File: src/rtl/bpsk_frame_tx.sv
// BPSK frame transmitter: preamble, sync word and payload bytes serialised at BIT_PERIOD clocks per bit.
// Optional feature macro FRAMER_CRC8_EN appends a CRC-8 (poly 0x07, init 0x00) byte after the payload.
module bpsk_frame_tx #(
  parameter int          BIT_PERIOD   = 20,
  parameter int          PREAMBLE_LEN = 16,
  parameter logic [15:0] SYNC_WORD    = 16'hD391
) (
  input  logic       clk,
  input  logic       rst_n,
  input  logic [7:0] s_data,
  input  logic       s_valid,
  input  logic       s_last,
  output logic       s_ready,
  output logic       bit_data_out,
  output logic       bit_data_en,
  output logic       busy,
  output logic       underrun
);
  localparam logic [11:0] BIT_LAST = 12'(BIT_PERIOD - 1);
  localparam logic [6:0]  PRE_LAST = 7'(PREAMBLE_LEN - 1);

`ifdef FRAMER_CRC8_EN
  typedef enum logic [2:0] {S_IDLE, S_PREAMBLE, S_SYNC, S_PAYLOAD, S_CRC} state_t;
`else
  typedef enum logic [1:0] {S_IDLE, S_PREAMBLE, S_SYNC, S_PAYLOAD} state_t;
`endif

  state_t      r_state, w_state_next;
  logic [11:0] r_bit_cnt, w_bit_cnt_next;
  logic [6:0]  r_bit_idx, w_bit_idx_next;
  logic [15:0] r_shift, w_shift_next;
  logic [7:0]  r_hold, w_hold_next;
  logic        r_hold_full, w_hold_full_next;
  logic        r_hold_last, w_hold_last_next;
  logic        r_cur_last, w_cur_last_next;
  logic        r_out, w_out_next;
  logic        r_en, w_en_next;
  logic        r_underrun, w_underrun_next;
  logic        r_alive;
  logic        w_bit_end, w_last_acc, w_abort, w_ready, w_accept;
  logic        w_shift_bit, w_unload, w_finish;

`ifdef FRAMER_CRC8_EN
  logic [7:0] r_crc, w_crc_next;

  function automatic logic [7:0] crc8_byte(input logic [7:0] crc, input logic [7:0] data);
    logic [7:0] x;
    x = crc ^ data;
    for (int i = 0; i < 8; i++) begin
      x = x[7] ? ((x << 1) ^ 8'h07) : (x << 1);
    end
    return x;
  endfunction
`endif

  assign w_bit_end  = (r_bit_cnt == BIT_LAST);
  assign w_last_acc = (r_hold_full && r_hold_last) || r_cur_last;
  // Starved byte boundary; s_ready is withheld so no byte is accepted on the aborting edge.
  assign w_abort    = (r_state == S_PAYLOAD) && w_bit_end && (r_bit_idx == 7'd7) &&
                      !r_cur_last && !r_hold_full;
  assign w_ready    = r_alive && !r_hold_full && !w_last_acc && !w_abort;
  assign w_accept   = s_valid && w_ready;

  always_comb begin
    w_state_next     = r_state;
    w_bit_cnt_next   = r_bit_cnt;
    w_bit_idx_next   = r_bit_idx;
    w_shift_next     = r_shift;
    w_hold_next      = r_hold;
    w_hold_full_next = r_hold_full;
    w_hold_last_next = r_hold_last;
    w_cur_last_next  = r_cur_last;
    w_out_next       = r_out;
    w_en_next        = r_en;
    w_underrun_next  = 1'b0;
    w_shift_bit      = 1'b0;
    w_unload         = 1'b0;
    w_finish         = 1'b0;
`ifdef FRAMER_CRC8_EN
    w_crc_next       = r_crc;
`endif

    if (r_state != S_IDLE) begin
      w_bit_cnt_next = w_bit_end ? 12'd0 : r_bit_cnt + 12'd1;
    end

    case (r_state)
      S_IDLE: begin
        if (w_accept) begin
          w_state_next   = S_PREAMBLE;
          w_bit_cnt_next = 12'd0;
          w_bit_idx_next = 7'd0;
          w_out_next     = 1'b1;
          w_en_next      = 1'b1;
`ifdef FRAMER_CRC8_EN
          w_crc_next     = 8'h00;
`endif
        end
      end
      S_PREAMBLE: begin
        if (w_bit_end) begin
          if (r_bit_idx == PRE_LAST) begin
            w_state_next   = S_SYNC;
            w_shift_next   = SYNC_WORD;
            w_out_next     = SYNC_WORD[15];
            w_bit_idx_next = 7'd0;
          end else begin
            w_bit_idx_next = r_bit_idx + 7'd1;
            w_out_next     = r_bit_idx[0];
          end
        end
      end
      S_SYNC: begin
        if (w_bit_end) begin
          if (r_bit_idx == 7'd15) w_unload = 1'b1;
          else                    w_shift_bit = 1'b1;
        end
      end
      S_PAYLOAD: begin
        if (w_bit_end) begin
          if (r_bit_idx == 7'd7) begin
            if (r_cur_last) begin
`ifdef FRAMER_CRC8_EN
              w_state_next   = S_CRC;
              w_shift_next   = {r_crc, 8'h00};
              w_out_next     = r_crc[7];
              w_bit_idx_next = 7'd0;
`else
              w_finish = 1'b1;
`endif
            end else if (r_hold_full) begin
              w_unload = 1'b1;
            end else begin
              w_finish        = 1'b1;
              w_underrun_next = 1'b1;
            end
          end else begin
            w_shift_bit = 1'b1;
          end
        end
      end
`ifdef FRAMER_CRC8_EN
      S_CRC: begin
        if (w_bit_end) begin
          if (r_bit_idx == 7'd7) w_finish = 1'b1;
          else                   w_shift_bit = 1'b1;
        end
      end
`endif
      default: w_state_next = S_IDLE;
    endcase

    if (w_shift_bit) begin
      w_shift_next   = r_shift << 1;
      w_out_next     = r_shift[14];
      w_bit_idx_next = r_bit_idx + 7'd1;
    end

    if (w_unload) begin
      w_state_next     = S_PAYLOAD;
      w_shift_next     = {r_hold, 8'h00};
      w_out_next       = r_hold[7];
      w_bit_idx_next   = 7'd0;
      w_hold_full_next = 1'b0;
      w_cur_last_next  = r_hold_last;
`ifdef FRAMER_CRC8_EN
      w_crc_next       = crc8_byte(r_crc, r_hold);
`endif
    end

    if (w_finish) begin
      w_state_next     = S_IDLE;
      w_bit_cnt_next   = 12'd0;
      w_bit_idx_next   = 7'd0;
      w_out_next       = 1'b0;
      w_en_next        = 1'b0;
      w_hold_full_next = 1'b0;
      w_hold_last_next = 1'b0;
      w_cur_last_next  = 1'b0;
    end

    // A load arriving on an unload edge wins: the new byte stays held.
    if (w_accept) begin
      w_hold_next      = s_data;
      w_hold_full_next = 1'b1;
      w_hold_last_next = s_last;
    end
  end

  always_ff @(posedge clk or negedge rst_n) begin
    if (!rst_n) begin
      r_state     <= S_IDLE;
      r_bit_cnt   <= 12'd0;
      r_bit_idx   <= 7'd0;
      r_shift     <= 16'h0000;
      r_hold      <= 8'h00;
      r_hold_full <= 1'b0;
      r_hold_last <= 1'b0;
      r_cur_last  <= 1'b0;
      r_out       <= 1'b0;
      r_en        <= 1'b0;
      r_underrun  <= 1'b0;
      r_alive     <= 1'b0;
`ifdef FRAMER_CRC8_EN
      r_crc       <= 8'h00;
`endif
    end else begin
      r_state     <= w_state_next;
      r_bit_cnt   <= w_bit_cnt_next;
      r_bit_idx   <= w_bit_idx_next;
      r_shift     <= w_shift_next;
      r_hold      <= w_hold_next;
      r_hold_full <= w_hold_full_next;
      r_hold_last <= w_hold_last_next;
      r_cur_last  <= w_cur_last_next;
      r_out       <= w_out_next;
      r_en        <= w_en_next;
      r_underrun  <= w_underrun_next;
      r_alive     <= 1'b1;
`ifdef FRAMER_CRC8_EN
      r_crc       <= w_crc_next;
`endif
    end
  end

  assign s_ready      = w_ready;
  assign bit_data_out = r_out;
  assign bit_data_en  = r_en;
  assign busy         = (r_state != S_IDLE);
  assign underrun     = r_underrun;
endmodule

File: config.mk
export PLATFORM = sky130hd
export DESIGN_NAME = bpsk_frame_tx
export DESIGN_NICKNAME = d
export VERILOG_FILES = /design/src/rtl/bpsk_frame_tx.sv
export SDC_FILE = /design/constraint.sdc
export NUM_CORES = 1
export LEC_CHECK = 0
export CORE_MARGIN = 2
export CORE_UTILIZATION = 58
export DETAILED_ROUTE_END_ITERATION = 10
export PLACE_DENSITY = 0.78
export SLEW_MARGIN = 20
export SYNTH_ARGS = -nofsm -noshare
export SYNTH_HDL_FRONTEND = slang
export SYNTH_SLANG_ARGS = --single-unit
File: constraint.sdc
create_clock -name clk -period 2.7 [get_ports clk]
set_input_delay 0.54 -clock clk [delete_from_list [all_inputs] [get_ports clk]]
set_output_delay 0.54 -clock clk [all_outputs]
set_load 0.02 [all_outputs]
# Word level (Yosys, flattened, before mapping)

Index checks and enable logic that the tools add are counted.

Bits in registers: 51
Input port bits: 12
Output and inout bits: 5

Add/subtract/negate cells: 2
Equal/unequal tests: 11
Multiplexer cells: 60
Reduce and logical (&&, ||, !) cells: 29

Operators with widths:

| kind                                                             | number |
|---|---|
| 15-bit 2-to-1 mux                                                | 5 |
| 12-bit 2-to-1 mux                                                | 5 |
| 7-bit 2-to-1 mux                                                 | 6 |
| 1-bit 2-to-1 mux                                                 | 34 |
| 7-bit one-hot mux with 2 select lines                            | 1 |
| 12-bit by 1-bit adder with 12-bit output, second input constant  | 1 |
| 12-bit by 5-bit == test with 1-bit output, second input constant | 1 |
| 4-bit inequality test, second input constant                     | 3 |
| 3-bit nonzero test                                               | 4 |
| 2-bit 2-to-1 mux                                                 | 5 |
| 5-bit inequality test, second input constant                     | 2 |
| 1-bit logical AND                                                | 9 |
| 2-bit nonzero test                                               | 4 |
| 7-bit by 1-bit adder with 7-bit output, second input constant    | 1 |
| 7-bit by 3-bit == test with 1-bit output, second input constant  | 1 |
| 7-bit by 4-bit == test with 1-bit output, second input constant  | 1 |
| 1-bit one-hot mux with 2 select lines                            | 3 |
| 3-bit AND reduction                                              | 2 |
| 5-bit nonzero test                                               | 1 |
| 2-bit == test, second input constant                             | 2 |
| 1-bit logical NOT                                                | 4 |
| 2-bit one-hot mux with 2 select lines                            | 1 |
| 4-bit AND reduction                                              | 1 |
| 4-bit nonzero test                                               | 1 |
| other kinds (4)                                                  | 4 |

# Logic depth before layout (Yosys ltp)

Gate-level depths: netlist of run 1.

Word-level depth: 13
Mapped depth: 8
Gate-level depth less buffers: 6

# Worst setup path before layout of run 1

Ideal clock, no wire load.

Path type: reg-to-output
Start: reg r_bit_cnt[0]
End: out s_ready
Data arrival time: 1.632 ns
Required time: 2.160 ns
Setup slack: 0.528 ns
Cell stages (with the launch flop): 6
Path through: dfrtp_1 ha_1 nor3b_1 nand3_2 or3_1 and3_1

Cells in the longest elaborated chain, start to end: 7

Ends and longest elaborated chain:

| element                                   | RTL line | source |
|---|---|---|
| from (decl)                               | 29       | `logic [11:0] r_bit_cnt, w_bit_cnt_next;` |
| from (signal assigned)                    | 209      | `r_bit_cnt <= w_bit_cnt_next;` |
| 12-bit by 5-bit == test with 1-bit output | 56       | `assign w_bit_end = (r_bit_cnt == BIT_LAST);` |
| 1-bit logical AND (3 in series)           | 59       | `assign w_abort = (r_state == S_PAYLOAD) && w_bit_end && (r_bit_idx == 7'd7) &&` |
| 1-bit logical AND                         | 60       | `!r_cur_last && !r_hold_full;` |
| 1-bit logical NOT                         | 61       | `assign w_ready = r_alive && !r_hold_full && !w_last_acc && !w_abort;` |
| 1-bit logical AND                         | 61       |  |
| to (decl)                                 | 13       | `output logic s_ready,` |

No other way between the ends.

# Worst setup path after layout of run 1

Start: reg r_bit_cnt[1]
End: out s_ready

Same word-level chain as after synthesis.

==> results of run 1 <==
## per-layer routing
metal  GRT usage, %  vias to the layer above  part of all wire, %
met5              0                        -                    0
li1               -                      905                    -
met1           30.8                      893                   47
met3           4.51                        5                  3.1
met2           34.5                       33                   48
met4           5.66                        0                  1.1
## state kept, by name, indices dropped and copies added, names as in the netlist
| name | flops |
|---|---|
| r_alive | 1 |
| r_cur_last | 1 |
| r_bit_idx | 7 |
| r_hold | 8 |
| r_shift | 15 |
| r_hold_full | 1 |
| bit_data_en | 1 |
| underrun | 1 |
| r_state | 2 |
| bit_data_out | 1 |
| r_hold_last | 1 |
| r_bit_cnt | 12 |
## report_power, final
part | switching [mW] | total, mW | internal, mW
Clock | 0.254 | 0.464 | 0.210
Sequential | 0.000302 | 0.764 | 0.764
Combinational | 0.0157 | 0.0297 | 0.0140
Total | 0.270 | 1.26 | 0.988
## final cells by class
class | count | area [um2] | share of cell area (%)
Tap cell | 50 | 62.6 | 2.18
Clock buffer | 6 | 82.6 | 2.88
Clock inverter | 2 | 13.8 | 0.480
Multi-Input combinational cell | 166 | 1140 | 39.8
Inverter | 12 | 45.0 | 1.57
Sequential cell | 51 | 1280 | 44.6
Timing Repair Buffer | 28 | 245 | 8.54
## worst max-delay path by stage
| stage | end | slack (ns) | cells past startpoint |
|---|---|---|---|
| floorplan | s_ready | 0.53 | 5 |
| global placement | s_ready | 0.1 | 6 |
| detailed placement | s_ready | 0.05 | 6 |
| CTS | s_ready | 0.007 | 5 |
| global route | s_ready | -0.005 | 6 |
| finish | s_ready | 0.07 | 6 |
## through the flow
step                      utilization (%)  instance area (um2)  hold slack, ns  cells
final                                70.7                 2870           0.333    315
after global routing                 70.7                 2870           0.407    315
after CTS                            69.4                 2820           0.359    313
after detailed placement             66.7                 2710           0.474    304
after global placement               66.7                 2710           0.456    304
after floorplan                         -                 2470           0.244    239
## cell families (layout without fill, tap and decap cells)
kind of cell | Yosys count | count (layout) | share of synthesized area [%]
buffers and inverters | 22 | 48 | 3.85
muxes | 11 | 11 | 4.91
and+or+nand+nor | 87 | 87 | 20.1
other | 1 | 1 | 0.152
xor gates and xnor gates | 9 | 9 | 3.19
AOI/OAI and AO/OA | 56 | 56 | 15.2
adders and majority gates | 2 | 2 | 1.01
DFF | 51 | 51 | 51.6
## Yosys cell counts (3+ instances only)
| cell | number | share of area [%] |
|---|---|---|
| or4_1 | 3 | 0.91 |
| o31a_1 | 3 | 1.1 |
| o2bb2ai_1 | 3 | 1.1 |
| a22o_1 | 4 | 1.4 |
| buf_2 | 7 | 1.4 |
| and2_1 | 4 | 1.0 |
| nand3_1 | 3 | 0.61 |
| and3_1 | 4 | 1.0 |
| nand2_1 | 25 | 3.8 |
| xnor2_1 | 6 | 2.1 |
| o21ai_0 | 14 | 2.8 |
| inv_1 | 12 | 1.8 |
| o21ai_1 | 4 | 0.81 |
| nor4_1 | 3 | 0.76 |
| a221o_1 | 3 | 1.2 |
| o22ai_1 | 5 | 1.3 |
| or3_1 | 4 | 1.0 |
| dfrtp_1 | 51 | 52 |
| nor2b_1 | 4 | 1.0 |
| nor2_1 | 21 | 3.2 |
| xor2_1 | 3 | 1.1 |
| mux2_2 | 9 | 4.1 |
| a21oi_1 | 9 | 1.8 |
## repair_timing
item,in CTS,in global routing
cloned,0,0
buffers inserted,1,2
resized for setup,3,9
endpoints found under the setup margin,1,1
hold buffers,0,0
pin swaps,0,1
endpoints found under the hold margin,0,0
==> metrics.yaml, run 1 <==
status:
  status: "complete, no violations"
worst_setup_path:
  cp-start-kind: "flip-flop"
  critPathLaunch: "r_bit_cnt[1]$_DFF_PN0_"
  slowest_delay_ns: 0.43
  reg2reg_slack_ns: 0.49
  crit_fanout: 3
  timing.rr.start: "r_bit_cnt[1]$_DFF_PN0_"
  crit_buf_inv: 1
  r2r_cells: 7
  cp_top_family: "simple AND/OR/NAND/NOR gates"
  cp.arrival_ns: 2.09
  crit_type: "reg2out"
  crit_path_end_kind: "primary output"
  crit_path_cell_trace: "ha_4 -> nor3b_4 -> nand3_2 -> or3_4 -> and3_1 -> clkdlybuf4s15_1"
  worstReg2RegEnd: "r_shift[9]$_DFFE_PN0P_"
  worstPathRequired_ns: 2.16
  crit_slowest_cell: "dfrtp_1"
synth:
  synth-edff-count: 0
  netlist_area_um2: 2470
  synth.ff_latch_count: 51
  syn_nets: 253
  netlist_instances: 239
  syn_avg_cell_area_um2: 10.3
  synth_flop_cell: "dfrtp_1"
  yosysWarnings: 0
  ys_types: 48
  yosysSeqAreaShare_pct: 51.6
  async_flop_share_pct: 100
timing:
  fin_skew_ns: 0.0104
  hold_viol: 0
  worst_slew_pin_slew_ns: 0.676
  setup_viol: 0
  layout_setup_ws_ns: 0.0689
  layout_min_cycle_time_ns: 2.63
  setup-tns-final_ns: 0
  slew_headroom_pct: 54.9
  drv_slew: 0
  fin_crit_sh_pct: 97.4
  clock.fmax_mhz: 380
clock_network:
  path_clk_slew_ns: 0.10
  clk_latency_ns: 0.31
  cts_tree: "built"
  clockBufferDepth: 2
  cts-buffers-inserted: 5
  htreeDepth: 2
  cts_root_buffer: "clkbuf_8"
  numClockSinks: 51
placed_design:
  gp_congestion: 0.840
  dp_slack_ns: 0.0475
  hpwlAfterDp_mm: 3.28
  io_buffers: 16
route:
  drc: 0
  drt_iter0_drc: 154
  wirelength_mm: 5.02
  wl_per_cell_um: 15.9
  vias_per_cell: 5.83
  ant_nets: 0
  vias: 1836
  firstDrtPassIters: 4
cells_and_area:
  syn2layout_area_growth_pct: 16.2
  drive_gt1_share_pct: 17.0
  mostFrequentLayoutCells: "48 x dfrtp_1, 25 x nand2_1, 21 x nor2_1"
  num_antenna_cells: 0
  mostFrequentLayoutCell: "dfrtp_1"
  fillers: 307
  layout.nets: 278
global_route:
  grt_pass1_wl_mm: 8.52
  gr-total-overflow: 0
  grt_max_degree: 52
  antenna_found_initial: 0
  grtUsageTotal_pct: 21.8
  grt_pass1_vias: 1803
floorplan:
  rows: 23
  coreArea_um2: 4060
  ios: 17
  die-area_um2: 4800
  die_y_um: 69.3
  start_util_pct: 60.9
  fp.dieW_um: 69.3
worst_hold_path:
  hp-class: "in2async"
power_and_ir_drop:
  p_leak_nw: 1.27
  peakVddDrop_mv: 0.344
  pwr_density_cell_nw_per_um2: 438
  p_total_mw: 1.26
job:
  maxCapViolations: 0
Note: power is estimated with default switching activity, not from simulation.
==> run 2: changes to the inputs <==
--- a/config.mk
+++ b/config.mk
@@ -5,9 +5,11 @@
 export SDC_FILE = /design/constraint.sdc
 export NUM_CORES = 1
 export LEC_CHECK = 0
+export CAP_MARGIN = 10
 export CORE_MARGIN = 2
 export CORE_UTILIZATION = 58
 export DETAILED_ROUTE_END_ITERATION = 10
+export GPL_ROUTABILITY_DRIVEN = 0
 export PLACE_DENSITY = 0.78
 export SLEW_MARGIN = 20
 export SYNTH_ARGS = -nofsm -noshare
==> results of run 2 <==
Same layout as run 1: the final DEF is identical, and so are final timing and power.
